`config.mk`:
```
export PLATFORM = sky130hd
export DESIGN_NAME = sys_array_result_drain
export DESIGN_NICKNAME = d
export VERILOG_FILES = /design/src/rtl/sys_array_pkg.sv /design/src/rtl/sys_array_acc_buf.sv /design/src/rtl/sys_array_result_drain.sv
export SDC_FILE = /design/constraint.sdc
export NUM_CORES = 1
export LEC_CHECK = 0
export CAP_MARGIN = 20
export CELL_PAD_IN_SITES_DETAIL_PLACEMENT = 1
export CELL_PAD_IN_SITES_GLOBAL_PLACEMENT = 1
export CORE_MARGIN = 5
export CORE_UTILIZATION = 25
export CTS_BUF_LIST = sky130_fd_sc_hd__clkbuf_16
export DETAILED_ROUTE_END_ITERATION = 10
export GPL_TIMING_DRIVEN = 0
export PLACE_DENSITY_LB_ADDON = 0.12
export SLEW_MARGIN = 25
export SYNTH_ARGS = -nofsm -noshare
export SYNTH_HDL_FRONTEND = slang
export SYNTH_HIERARCHICAL = 1
export SYNTH_SLANG_ARGS = --single-unit
```
`constraint.sdc`:
```
create_clock -name clk -period 3.1 [get_ports clk]
set_input_delay 0.31 -clock clk [delete_from_list [all_inputs] [get_ports clk]]
set_output_delay 0.31 -clock clk [all_outputs]
set_load 0.01 [all_outputs]
```
`src/rtl/sys_array_pkg.sv`:
```
// sys_array_pkg: shared types and constants for the systolic-array result drain.
package sys_array_pkg;
   localparam int DEF_DATA_WIDTH = 8;
   localparam int DEF_ARRAY_W = 4;
   localparam int DEF_ACC_WIDTH = 2*DEF_DATA_WIDTH+4;
   localparam int DEF_IDX_W = $clog2(DEF_ARRAY_W*DEF_ARRAY_W);
   typedef logic [2*DEF_DATA_WIDTH-1:0] res_elem_t;
   typedef logic [DEF_ACC_WIDTH-1:0] acc_elem_t;
   typedef enum logic [1:0] {IDLE, ACCUM, DRAIN} state_t;
   function automatic int idx_width(int aw);
      return (aw*aw > 1) ? $clog2(aw*aw) : 1;
   endfunction
endpackage

```
`src/rtl/sys_array_acc_buf.sv`:
```
// sys_array_acc_buf: ARRAY_W x ARRAY_W result register file with load/add/clear and carry-out.
// Adders exist only when SYS_ARRAY_TILE_ACC_EN is defined.
module sys_array_acc_buf #(
   parameter int ARRAY_W = 4,
   parameter int IN_W = 16,
   parameter int BUF_W = 16
) (
   input  logic clk,
   input  logic reset_n,
   input  logic clear,
   input  logic load,
   input  logic add,
   input  logic [0:ARRAY_W-1][0:ARRAY_W-1][IN_W-1:0] din,
   output logic [0:ARRAY_W-1][0:ARRAY_W-1][BUF_W-1:0] q,
   output logic [0:ARRAY_W-1][0:ARRAY_W-1][BUF_W-1:0] nxt,
   output logic carry
);
`ifdef SYS_ARRAY_TILE_ACC_EN
   logic [0:ARRAY_W-1][0:ARRAY_W-1][BUF_W:0] sum;
   for (genvar r = 0; r < ARRAY_W; r++) begin : g_row
      for (genvar c = 0; c < ARRAY_W; c++) begin : g_col
         assign sum[r][c] = {1'b0, q[r][c]} + (BUF_W+1)'(din[r][c]);
      end
   end
`else
   logic unused_add;
   assign unused_add = add;
`endif
   always_comb begin
      nxt = q;
      carry = 1'b0;
      for (int i = 0; i < ARRAY_W; i++) begin
         for (int j = 0; j < ARRAY_W; j++) begin
`ifdef SYS_ARRAY_TILE_ACC_EN
            nxt[i][j] = clear ? '0 : load ? BUF_W'(din[i][j]) : add ? sum[i][j][BUF_W-1:0] : q[i][j];
            carry = carry | (add & sum[i][j][BUF_W]);
`else
            nxt[i][j] = clear ? '0 : load ? BUF_W'(din[i][j]) : q[i][j];
`endif
         end
      end
   end
   always_ff @(posedge clk) begin
      if (!reset_n) q <= '0;
      else q <= nxt;
   end
endmodule

```
`src/rtl/sys_array_result_drain.sv`:
```
// sys_array_result_drain: captures a W x W result matrix and streams it row-major over valid/ready.
// SYS_ARRAY_TILE_ACC_EN adds K-tile accumulation (ACCUM state, ACC_WIDTH buffer, acc_ovf).
module sys_array_result_drain
   import sys_array_pkg::*;
#(
   parameter int DATA_WIDTH = DEF_DATA_WIDTH,
   parameter int ARRAY_W = DEF_ARRAY_W,
   parameter int ACC_WIDTH = 2*DATA_WIDTH+4,
`ifdef SYS_ARRAY_TILE_ACC_EN
   localparam int OUT_W = ACC_WIDTH
`else
   localparam int OUT_W = 2*DATA_WIDTH
`endif
) (
   input  logic clk,
   input  logic reset_n,
   input  logic res_valid,
   input  logic [0:ARRAY_W-1][0:ARRAY_W-1][2*DATA_WIDTH-1:0] res_data,
   input  logic tile_last,
   output logic busy,
   output logic m_valid,
   output logic [OUT_W-1:0] m_data,
   output logic m_last,
   input  logic m_ready,
   output logic err_drop,
   output logic acc_ovf
);
   localparam int N = ARRAY_W*ARRAY_W;
   localparam int IW = idx_width(ARRAY_W);
   localparam int RW = (ARRAY_W > 1) ? $clog2(ARRAY_W) : 1;
   state_t state;
   logic [IW-1:0] idx, idx_n;
   logic [RW-1:0] row, col;
   logic hs, last_hs, take, drop, load, add, to_drain, clear, carry;
   logic [0:ARRAY_W-1][0:ARRAY_W-1][OUT_W-1:0] q, nxt;
   assign hs = m_valid & m_ready;
   assign last_hs = hs & m_last;
   // the final handshake frees the buffer in the same cycle, so a strobe there is legal
   assign take = res_valid & ((state != DRAIN) | last_hs);
   assign drop = res_valid & (state == DRAIN) & ~last_hs;
   assign clear = last_hs & ~res_valid;
`ifdef SYS_ARRAY_TILE_ACC_EN
   assign load = take & (state != ACCUM);
   assign add = take & (state == ACCUM);
   assign to_drain = take & tile_last;
`else
   logic unused_tile_last;
   localparam int unused_acc_w = ACC_WIDTH;
   assign unused_tile_last = tile_last;
   assign load = take;
   assign add = 1'b0;
   assign to_drain = take;
`endif
   assign idx_n = idx + 1'b1;
   assign row = RW'(idx_n / IW'(ARRAY_W));
   assign col = RW'(idx_n % IW'(ARRAY_W));
   sys_array_acc_buf #(
      .ARRAY_W(ARRAY_W),
      .IN_W(2*DATA_WIDTH),
      .BUF_W(OUT_W)
   ) u_buf (
      .clk(clk),
      .reset_n(reset_n),
      .clear(clear),
      .load(load),
      .add(add),
      .din(res_data),
      .q(q),
      .nxt(nxt),
      .carry(carry)
   );
   always_ff @(posedge clk) begin
      if (!reset_n) begin
         state <= IDLE;
         idx <= '0;
         m_valid <= 1'b0;
         m_data <= '0;
         m_last <= 1'b0;
         busy <= 1'b0;
         err_drop <= 1'b0;
         acc_ovf <= 1'b0;
      end else begin
         err_drop <= err_drop | drop;
         acc_ovf <= acc_ovf | carry;
         if (take) begin
            idx <= '0;
            state <= to_drain ? DRAIN : ACCUM;
            m_valid <= to_drain;
            busy <= to_drain;
            m_data <= to_drain ? nxt[0][0] : '0;
            m_last <= to_drain && (N == 1);
         end else if (hs) begin
            idx <= m_last ? '0 : idx_n;
            state <= m_last ? IDLE : DRAIN;
            m_valid <= ~m_last;
            busy <= ~m_last;
            m_data <= m_last ? '0 : q[row][col];
            m_last <= ~m_last && (idx_n == IW'(N-1));
         end
      end
   end
endmodule
```
[Word-level counts from Yosys, hierarchy flattened]
Index checks and enable logic that the tools add are counted.
Word-level totals
  register bits after elaboration: 281
  word-level logic and storage cells: 64
  ROM bits: 0
  bits in latches: 0
  memories: 0
  input bits: 261
  bits in writable memories: 0
Operators by class
  reduce and logical (&&, ||, !) cells: 4
  div/mod/pow operators: 0
  shifts and indexed selects: 0
  equal/unequal tests: 3
  bitwise gates (word level): 14
  $add $sub $neg: 1
  muxes and demuxes: 17
  $lt $le $gt $ge: 2
  $mul: 0
Operators with widths (count)
  binary-select mux 64 bit (select 2 bit): 1
  two-way mux 64 bit: 2
  two-way mux 16 bit: 7
  binary-select mux 16 bit (select 2 bit): 1
  AND 1 bit: 6
  >= comparator 3 bit (second input constant): 2
  two-way mux 2 bit: 3
  NOT 2 -> 3 bit: 2
  adder 4 x 1 -> 4 bit (second input constant): 1
  == test 4 bit (second input constant): 1
  two-way mux 4 bit: 1
  NOT 1 bit: 4
  OR reduction 2 bit: 2
  == test 2 bit (second input constant): 1
  two-way mux 1 bit: 2
  != test 2 bit (second input constant): 1
  bitwise OR 1 bit: 2
  nonzero test 2 bit: 1
  logical AND 1 bit: 1

[Longest topological paths before layout]
Gate-level depths: netlist of the first run.
  depth in word-level cells: 11
  mapped depth: 14
  depth with buffers taken out: 9

[Cells and area by module]
The synthesis of the first run kept the hierarchy.
Modules (own cells, without submodules)
  sys_array_acc_buf: sequential area each 5124.9 sq um, instances 1, area each 10441.3 sq um, cells an instance 1113
  sys_array_result_drain: sequential area each 480.5 sq um, instances 1, area each 3972.6 sq um, cells an instance 451

[Worst setup path after synthesis of the first run]
No wires, ideal clock.
  path type: register to register
  start: register m_last
  end: register m_data[9]
  data required time: 2.975 ns
  stages on the path, launching flop included: 15
  clock period less this slack: 2.723 ns
  buffers on the path: 5
  arrival time: 2.598 ns
  path slack: 0.377 ns
  cells stage by stage: dfxtp_1 -> clkbuf_1 -> a21bo_2 -> and2_1 -> clkbuf_1 -> buf_6 -> buf_12 -> buf_12 -> mux2i_1 -> nor2_1 -> mux2i_1 -> o2bb2ai_1 -> a221o_1 -> a22oi_1 -> o31ai_1
RTL lines
  start: declaration: RTL line sys_array_result_drain.sv:23  | output logic m_last,
  start signal: assignment: RTL line sys_array_result_drain.sv:91  | m_last <= to_drain && (N == 1);
  start signal: assignment: RTL line sys_array_result_drain.sv:98  | m_last <= ~m_last && (idx_n == IW'(N-1));
  end signal: assignment: RTL line sys_array_result_drain.sv:90  | m_data <= to_drain ? nxt[0][0] : '0;
  end signal: assignment: RTL line sys_array_result_drain.sv:97  | m_data <= m_last ? '0 : q[row][col];
  end: declaration: RTL line sys_array_result_drain.sv:22  | output logic [OUT_W-1:0] m_data,

==> impl_metrics.csv, run 1 <==
group,metric,value,unit
outcome,status,"completed",
global_routing,grt_pass1_wl,85600,microns
power,cellLeakagePower,6.97,nW
sta,tightest_slew,0.874,ns
place,gp_congestion,0.898,
drt,wl,60100,microns
clock_tree,htree_levels,2,
drt,avgRoutedWirePerCell,25.7,microns
floorplan,core,0.0535,sq mm
drt,drc,0,
clock_tree,cts_tree,"yes",
critical_path,crit_type,"flip-flop to flip-flop",
layout,multiInputGateArea,0.00682,sq mm
global_routing,grt_pass1_vias,11800,
global_routing,grt_max_degree,12,
floorplan,pin_count,282,
sta,period_share,96.3,%
drt,ant_nets,0,
sta,relSlewSlack,41.7,%
sta,timing.final.hold_violations,0,
floorplan,rows,85,
global_routing,gr-usage-all-layers,20.0,%
critical_path,worst_ep_required_time,3.49,ns
sta,min_period,2.99,ns
place,io_buffers,279,
sta,setup_viol,0,
drt,vias,11100,
clock_tree,cts_hold_buf,0,
power,power,9.31,mW
floorplan,initial_core_util,25.1,%
layout,synthToLayoutAreaGrowth,35.6,%
critical_path,cp-end-kind,"flip-flop",
critical_path,worstPathArrival,3.37,ns
power,p_sw_share,26.1,%
drt,met1Wirelength,27100,microns
place,hpwl,47600,microns
drt,initialDrtViolationCount,633,
power,combPwrFrac,15.0,%
power,powerDensity,511,mW/mm^2
layout,seq_area,0.00561,sq mm
global_routing,antenna_found_initial,1,
power,peakVddDrop,0.000293,V
layout,finalNetCount,1878,
sta,rsz0062_at_grt,"yes",
sta,worst_slack,0.114,ns
critical_path,critPathLaunchType,"flip-flop",
drt,via_per_inst,4.75,
floorplan,die_x,242,microns
drt,wl_met2,29600,microns
layout,antennaDiodeCount,0,
power,internal-power,6.88,mW
floorplan,die_y,242,microns
layout,fillers,5993,
min_path,worst_hold_path_type,"primary input to flip-flop",
clock_tree,clockBufferDepth,3,
power,power.switching,2.43,mW
drt,wl_met3,2610,microns
yosys,syn_inst,1299,
yosys,yosysWarningCount,6,
clock_tree,cts_sinks,280,
sta,fmax,335,MHz
clock_tree,cts_buffers,36,
sta,fin_skew,0.0109,ns
clock_tree,insertion_delay,0.54,ns
clock_tree,cts-root-buf,"clkbuf_16",
floorplan,die_area,0.0584,sq mm
place,dp_slack,-0.566,ns
sta,final-max-slew-violation-count,0,
job,cap_violations,0,
power,seq_power_share,42.5,%
clock_tree,path_clk_slew,0.06,ns
global_routing,grt-ovfl-total,0,
yosys,synth_nets,1562,
layout,drive_gt1_share,12.0,%
drt,drtPass1Iterations,4,
drt,dr.max_layer_used,"met4",
yosys,syn_area,0.0134,sq mm
critical_path,crit_fanout,11,
power,pwr-share-clk,42.5,%
yosys,syn_area_per_cell,10.3,sq um
[sequential cells by signal, summed over array words and instances (netlist names)]
name      cells
acc_ovf       1
err_drop      1
idx           4
m_data       16
m_last        1
m_valid       1
u_buf/q     256
[worst max-delay path: stages (launching register included)]
cell	delay (ns)
dfxtp_2	0.46
a21bo_2	0.19
and2_1	0.19
clkbuf_4	0.26
buf_6	0.16
buf_12	0.20
buf_12	0.17
mux2i_1	0.27
nor2_1	0.10
a32oi_2	0.35
o41ai_2	0.14
nor3_2	0.25
a221oi_2	0.09
[area by class of cell]
cell class                 instances  area share, %
timing repair buffer             280           15.4
clock buffer                      37           5.09
multi-input combinational        904           37.5
sequential                       280           30.8
inverter                           4         0.0825
buffer                           109           5.51
clock inverter                    26          0.866
tap                              696           4.79
[cells in the final DEF (no fill, tap or decap), drive strengths merged, types with 3 or more instances in the layout]
| cell type | instances |
|---|---|
| buf | 85 |
| or4 | 4 |
| nand3b | 3 |
| dfxtp | 280 |
| a222oi | 7 |
| a221oi | 4 |
| o22ai | 6 |
| nand3 | 23 |
| clkbuf | 62 |
| nor3 | 6 |
| o2111ai | 12 |
| clkinv | 18 |
| inv | 10 |
| xnor2 | 3 |
| a22oi | 10 |
| a31oi | 3 |
| a21oi | 12 |
| nand2 | 59 |
| o211ai | 18 |
| mux2i | 298 |
| mux2 | 22 |
| and3 | 15 |
| clkdlybuf4s50 | 279 |
| nand2b | 4 |
| mux4 | 36 |
| nand4 | 15 |
| o21ai | 19 |
| nor2 | 293 |
[per-stage QoR]
step                instances  hold WS [ns]  area [sq um]  setup TNS, ns  util (%)
floorplan                1299         0.441         13400              0         -
global placement         2274         0.458         17100          -3.10      31.9
detailed placement       2274         0.462         17100          -3.19      31.9
CTS                      2337         0.368         18200              0      34.0
global route             2336         0.396         18200        -0.0118      34.0
finish                   2336         0.395         18200              0      34.0
[power by group through the flow]
stage	combinational, mW	clock (mW)	sequential (mW)
2_1_floorplan	0.727	0	3.98
6_report	1.40	3.95	3.96
5_1_grt	1.50	4.22	3.98
3_3_place_gp	1.39	0	4.03
3_5_place_dp	1.41	0	4.03
4_1_cts	1.42	4.07	3.96
[repair_timing]
| item | CTS | global route |
|---|---|---|
| buffers inserted | 1 | 0 |
| setup endpoints to repair | 15 | 14 |
| gates resized for setup | 6 | 10 |
[routing by layer]
layer	vias to the layer above	GRT usage (%)
met5	-	0
met4	0	3.93
met3	53	3.04
met2	266	34.9
met1	5523	26.5
li1	5246	-
[final timing paths]
| path | start | end | slack (ns) | cells past startpoint |
|---|---|---|---|---|
| min | res_data[181] | u_buf/q[181]$_SDFF_PN0_ | 0.39 | 3 |
| min reg2reg | err_drop$_SDFF_PN0_ | err_drop$_SDFF_PN0_ | 0.47 | 2 |
| max reg2reg | m_last$_SDFFE_PP0N_ | m_data[7]$_SDFFE_PN0P_ | 0.11 | 12 |
| max | m_last$_SDFFE_PP0N_ | m_data[7]$_SDFFE_PN0P_ | 0.11 | 12 |
(Power assumes the default switching activity.)
==> run 2, diff against run 1 <==
Settings changed: CTS_CLUSTER_SIZE set to 25.
==> impl_metrics.csv, run 2 (synthesis results as in run 1) <==
group,metric,value,unit
outcome,status,"completed",
critical_path,crit_type,"flip-flop to flip-flop",
layout,fin_area,0.0181,sq mm
layout,regMostFlops,"u_buf/q",
sta,tightest_slew,0.925,ns
global_routing,grt_max_degree,12,
place,hpwl,47600,microns
sta,fmax,339,MHz
clock_tree,cts-root-buf,"clkbuf_16",
sta,rsz0062_at_grt,"no",
power,powerDensity,504,mW/mm^2
power,peakVddDrop,0.000304,V
floorplan,die_x,242,microns
critical_path,worstPathArrival,3.34,ns
layout,fillers,5994,
sta,final-max-slew-violation-count,0,
drt,drtPass1Iterations,5,
global_routing,grt_pass1_vias,11800,
critical_path,critPathLaunchType,"flip-flop",
critical_path,reg2reg_from,"m_last$_SDFFE_PP0N_",
floorplan,die_y,242,microns
layout,antennaDiodeCount,0,
floorplan,rows,85,
drt,vias,11100,
layout,seq_area,0.00561,sq mm
power,cellLeakagePower,6.95,nW
sta,fin_skew,0.0134,ns
sta,relSlewSlack,38.4,%
floorplan,die_area,0.0584,sq mm
global_routing,gr-usage-all-layers,20.0,%
critical_path,cp-end-kind,"flip-flop",
clock_tree,insertion_delay,0.54,ns
sta,setup_viol,0,
critical_path,worst_ep_required_time,3.49,ns
min_path,hold_start,"res_data[181]",
sta,worst_slack,0.148,ns
layout,largest_reg_flops,256,
floorplan,pin_count,282,
layout,multiInputGateArea,0.00682,sq mm
layout,layout_commonest_cell,"mux2i_1",
floorplan,initial_core_util,25.1,%
min_path,min_path_cells,3,
layout,finalNetCount,1877,
global_routing,antenna_found_initial,1,
layout,drive_gt1_share,12.1,%
job,cap_violations,0,
global_routing,grt-ovfl-total,0,
drt,wl,60100,microns
sta,timing.setup.tns,0,ns
place,place_area,0.0171,sq mm
sta,period_share,95.2,%
place,dp_slack,-0.566,ns
layout,top_regs,"u_buf/q: 256 flops, m_data: 16 flops, idx: 4 flops",
clock_tree,cts_buffers,36,
clock_tree,clockBufferDepth,3,
min_path,hold-path-endpoint,"u_buf/q[181]$_SDFF_PN0_",
min_path,worst_hold_path_type,"primary input to flip-flop",
global_routing,grt_pass1_wl,85500,microns
clock_tree,cts_sinks,280,
drt,avgRoutedWirePerCell,25.7,microns
layout,post-route-util,33.9,%
drt,drc,0,
sta,min_period,2.95,ns
sta,timing.final.hold_violations,0,
floorplan,core,0.0535,sq mm
layout,synthToLayoutAreaGrowth,35.3,%
clock_tree,path_clk_slew,0.06,ns
drt,via_per_inst,4.76,
drt,ant_nets,0,
clock_tree,htree_levels,2,
critical_path,rr_worst_depth,12,
critical_path,r2r_slack,0.15,ns
critical_path,crit_fanout,11,
clock_tree,cts_tree,"yes",
layout,final_cell_mix,"mux2i_1, nor2_1, dfxtp_1, clkdlybuf4s50_1, nand2_1",
place,io_buffers,279,
place,gp_congestion,0.898,
drt,initialDrtViolationCount,622,
critical_path,rr_endpoint,"m_data[7]$_SDFFE_PN0P_",
sta,holdWs,0.396,ns
-- run 2: cell type report --
cell class,instances,area share (%)
multi-input combinational,904,37.6
sequential,280,30.9
buffer,108,5.50
clock inverter,26,0.600
timing repair buffer,280,15.4
clock buffer,37,5.10
tap,696,4.80
inverter,4,0.0827
-- run 2: repair_timing --
action,CTS,global route
gates resized for setup,6,11
hold buffers,0,0
setup endpoints to repair,15,15
setup buffers,1,0
pin swaps,0,1
cloned,0,0
-- run 2: worst max-delay path by stage --
stage                         startpoint                endpoint  slack (ns)  cells past startpoint
finish               m_last$_SDFFE_PP0N_  m_data[7]$_SDFFE_PN0P_        0.15                     12
CTS                 m_valid$_SDFFE_PN0P_  m_data[7]$_SDFFE_PN0P_      0.0006                     12
global placement     m_last$_SDFFE_PP0N_  m_data[7]$_SDFFE_PN0P_       -0.59                     13
global route         idx[0]$_SDFFE_PP0N_  m_data[7]$_SDFFE_PN0P_       0.009                     10
floorplan            m_last$_SDFFE_PP0N_  m_data[9]$_SDFFE_PN0P_        0.38                     14
detailed placement   m_last$_SDFFE_PP0N_  m_data[7]$_SDFFE_PN0P_       -0.57                     13
-- run 2: worst max-delay path, stage by stage (launching register included) --
cell      delay (ns)
dfxtp_2         0.46
a21bo_2         0.19
and2_1          0.19
buf_4           0.23
buf_6           0.16
buf_12          0.20
buf_12          0.17
mux2i_1         0.27
nor2_1          0.10
a32oi_2         0.33
o41ai_2         0.15
nor3_2          0.25
a221oi_2        0.09
-- run 2: power by group --
group,internal [mW],switching (mW)
logic,0.750,0.648
clock network,2.15,1.64
registers,3.82,0.138
-- run 2: routing by layer --
| layer | global-route usage [%] | wire (microns) | vias up |
|---|---|---|---|
| li1 | - | - | 5231 |
| met1 | 26.5 | 26800 | 5533 |
| met2 | 34.9 | 29600 | 296 |
| met3 | 3.07 | 2800 | 52 |
| met4 | 4.04 | 882 | 0 |
| met5 | 0 | 0 | - |
-- run 2: stage by stage --
| stage | total power [mW] | std cells |
|---|---|---|
| after floorplan | 4.71 | 1299 |
| after global placement | 5.42 | 2274 |
| after detailed placement | 5.44 | 2274 |
| after CTS | 9.28 | 2337 |
| after global routing | 9.53 | 2335 |
| final | 9.14 | 2335 |
==> run 3, diff against run 2 <==
Settings changed: CORE_UTILIZATION 25 to 40.
==> impl_metrics.csv, run 3 (synthesis results as in run 1) <==
group,metric,value,unit
outcome,status,"completed",
global_routing,grt_pass1_wl,75200,microns
drt,ant_nets,0,
clock_tree,cts_hold_buf,0,
job,cap_violations,0,
clock_tree,cts-root-buf,"clkbuf_16",
layout,finalNetCount,1874,
floorplan,pin_count,282,
layout,fin_cells,2081,
sta,fmax,331,MHz
layout,layout_commonest_cell,"mux2i_1",
drt,drtPass1Iterations,7,
power,peakVddDrop,0.000435,V
floorplan,core,0.0334,sq mm
clock_tree,path_clk_slew,0.06,ns
floorplan,die_y,193,microns
global_routing,gr-usage-all-layers,27.4,%
critical_path,crit_fanout,10,
layout,synthToLayoutAreaGrowth,32.4,%
sta,timing.setup.tns,0,ns
critical_path,startpoint,"idx[0]$_SDFFE_PP0N_",
drt,vias,11300,
clock_tree,insertion_delay,0.59,ns
critical_path,reg2reg_from,"idx[0]$_SDFFE_PP0N_",
global_routing,grt_max_degree,17,
sta,fin_skew,0.0232,ns
drt,via_per_inst,5.43,
layout,multiInputGateArea,0.00680,sq mm
layout,post-route-util,53.2,%
layout,antennaDiodeCount,0,
critical_path,crit_type,"flip-flop to flip-flop",
min_path,hold_start,"res_data[147]",
layout,seq_area,0.00561,sq mm
sta,setup_viol,0,
layout,top_regs,"u_buf/q: 256 flops, m_data: 16 flops, idx: 4 flops",
sta,min_period,3.02,ns
sta,rsz0062_at_grt,"no",
clock_tree,clockBufferDepth,3,
drt,wl,52700,microns
sta,final-max-slew-violation-count,0,
critical_path,cp-end-kind,"flip-flop",
place,hpwl,41000,microns
layout,largest_reg_flops,256,
layout,final_cell_mix,"mux2i_1, nor2_1, dfxtp_1, clkdlybuf4s50_1, nand2_1",
power,powerDensity,501,mW/mm^2
global_routing,grt-ovfl-total,0,
floorplan,die_area,0.0373,sq mm
sta,tightest_slew,0.904,ns
floorplan,die_x,193,microns
sta,timing.final.hold_violations,0,
clock_tree,cts_tree,"yes",
drt,initialDrtViolationCount,679,
layout,regMostFlops,"u_buf/q",
floorplan,initial_core_util,40.2,%
min_path,worst_hold_path_type,"primary input to flip-flop",
clock_tree,cts_buffers,31,
clock_tree,htree_levels,1,
critical_path,critPathLaunchType,"flip-flop",
critical_path,worst_ep_required_time,3.56,ns
floorplan,rows,67,
drt,avgRoutedWirePerCell,25.3,microns
layout,fillers,3702,
sta,holdWs,0.347,ns
place,io_buffers,279,
power,cellLeakagePower,6.91,nW
sta,period_share,97.5,%
clock_tree,cts_sinks,280,
drt,drc,0,
sta,relSlewSlack,39.7,%
critical_path,worstPathArrival,3.49,ns
global_routing,antenna_found_initial,0,
global_routing,grt_pass1_vias,11900,
layout,drive_gt1_share,11.9,%
place,gp_congestion,0.933,
place,dp_cells,2026,
power,power,8.89,mW
-- run 3: changes by cell type in the layout (fill, tap and decap cells not counted), moves of 2 or more --
cell,before,now
bufinv_16,0,3
clkinv_2,5,7
clkbuf_16,37,31
inv_1,9,5
nor2_2,2,0
nor2_1,291,293
clkinv_1,15,12
-- run 3: cell type report --
cell class	count	area share [%]
clock inverter	24	1.09
inverter	4	0.0845
clock buffer	31	4.37
tap	448	3.16
buffer	109	5.63
sequential	280	31.6
timing repair buffer	281	15.8
multi-input combinational	904	38.3
-- run 3: final timing paths --
path                                   to  slack [ns]  cells past startpoint
hold / removal    u_buf/q[147]$_SDFF_PN0_        0.35                      3
hold reg to reg        acc_ovf$_SDFF_PN0_        0.48                      2
setup reg to reg   m_data[6]$_SDFFE_PN0P_        0.08                      9
setup / recovery   m_data[6]$_SDFFE_PN0P_        0.08                      9
-- run 3: critical path: stages (launching register included) --
cell and delay [ns]:
dfxtp_1 0.33, buf_2 0.25, inv_1 0.18, clkbuf_2 0.33, ha_1 0.62, buf_2 0.38
mux4_2 0.44, nand3_1 0.13, nand3_1 0.10, o311a_1 0.14
-- run 3: stage by stage --
stage	cell area [sq um]	setup slack, ns
after floorplan	13400	0.384
after global placement	16800	-0.364
after detailed placement	16800	-0.388
after CTS	17800	0.00392
after global routing	17800	0.00629
final	17800	0.0764
-- run 3: timing repair --
| item | 4_1_cts | 5_1_grt |
|---|---|---|
| endpoints found under the hold margin | 0 | 0 |
| buffers inserted | 2 | 0 |
| gates resized for setup | 4 | 7 |
| setup endpoints to repair | 17 | 15 |
-- run 3: metal layers --
layer	vias up	GRT usage, %	share of wire [%]
met5	-	0	0
met2	397	47.9	49
met1	5582	35.0	42
met4	0	8.36	3.3
met3	94	4.18	5.7
li1	5221	-	-
-- run 3: where the power goes --
group / switching (mW) / internal [mW] / total (mW)
combinational: 0.627 / 0.748 / 1.37
sequential: 0.133 / 3.82 / 3.95
clock: 1.52 / 2.05 / 3.57
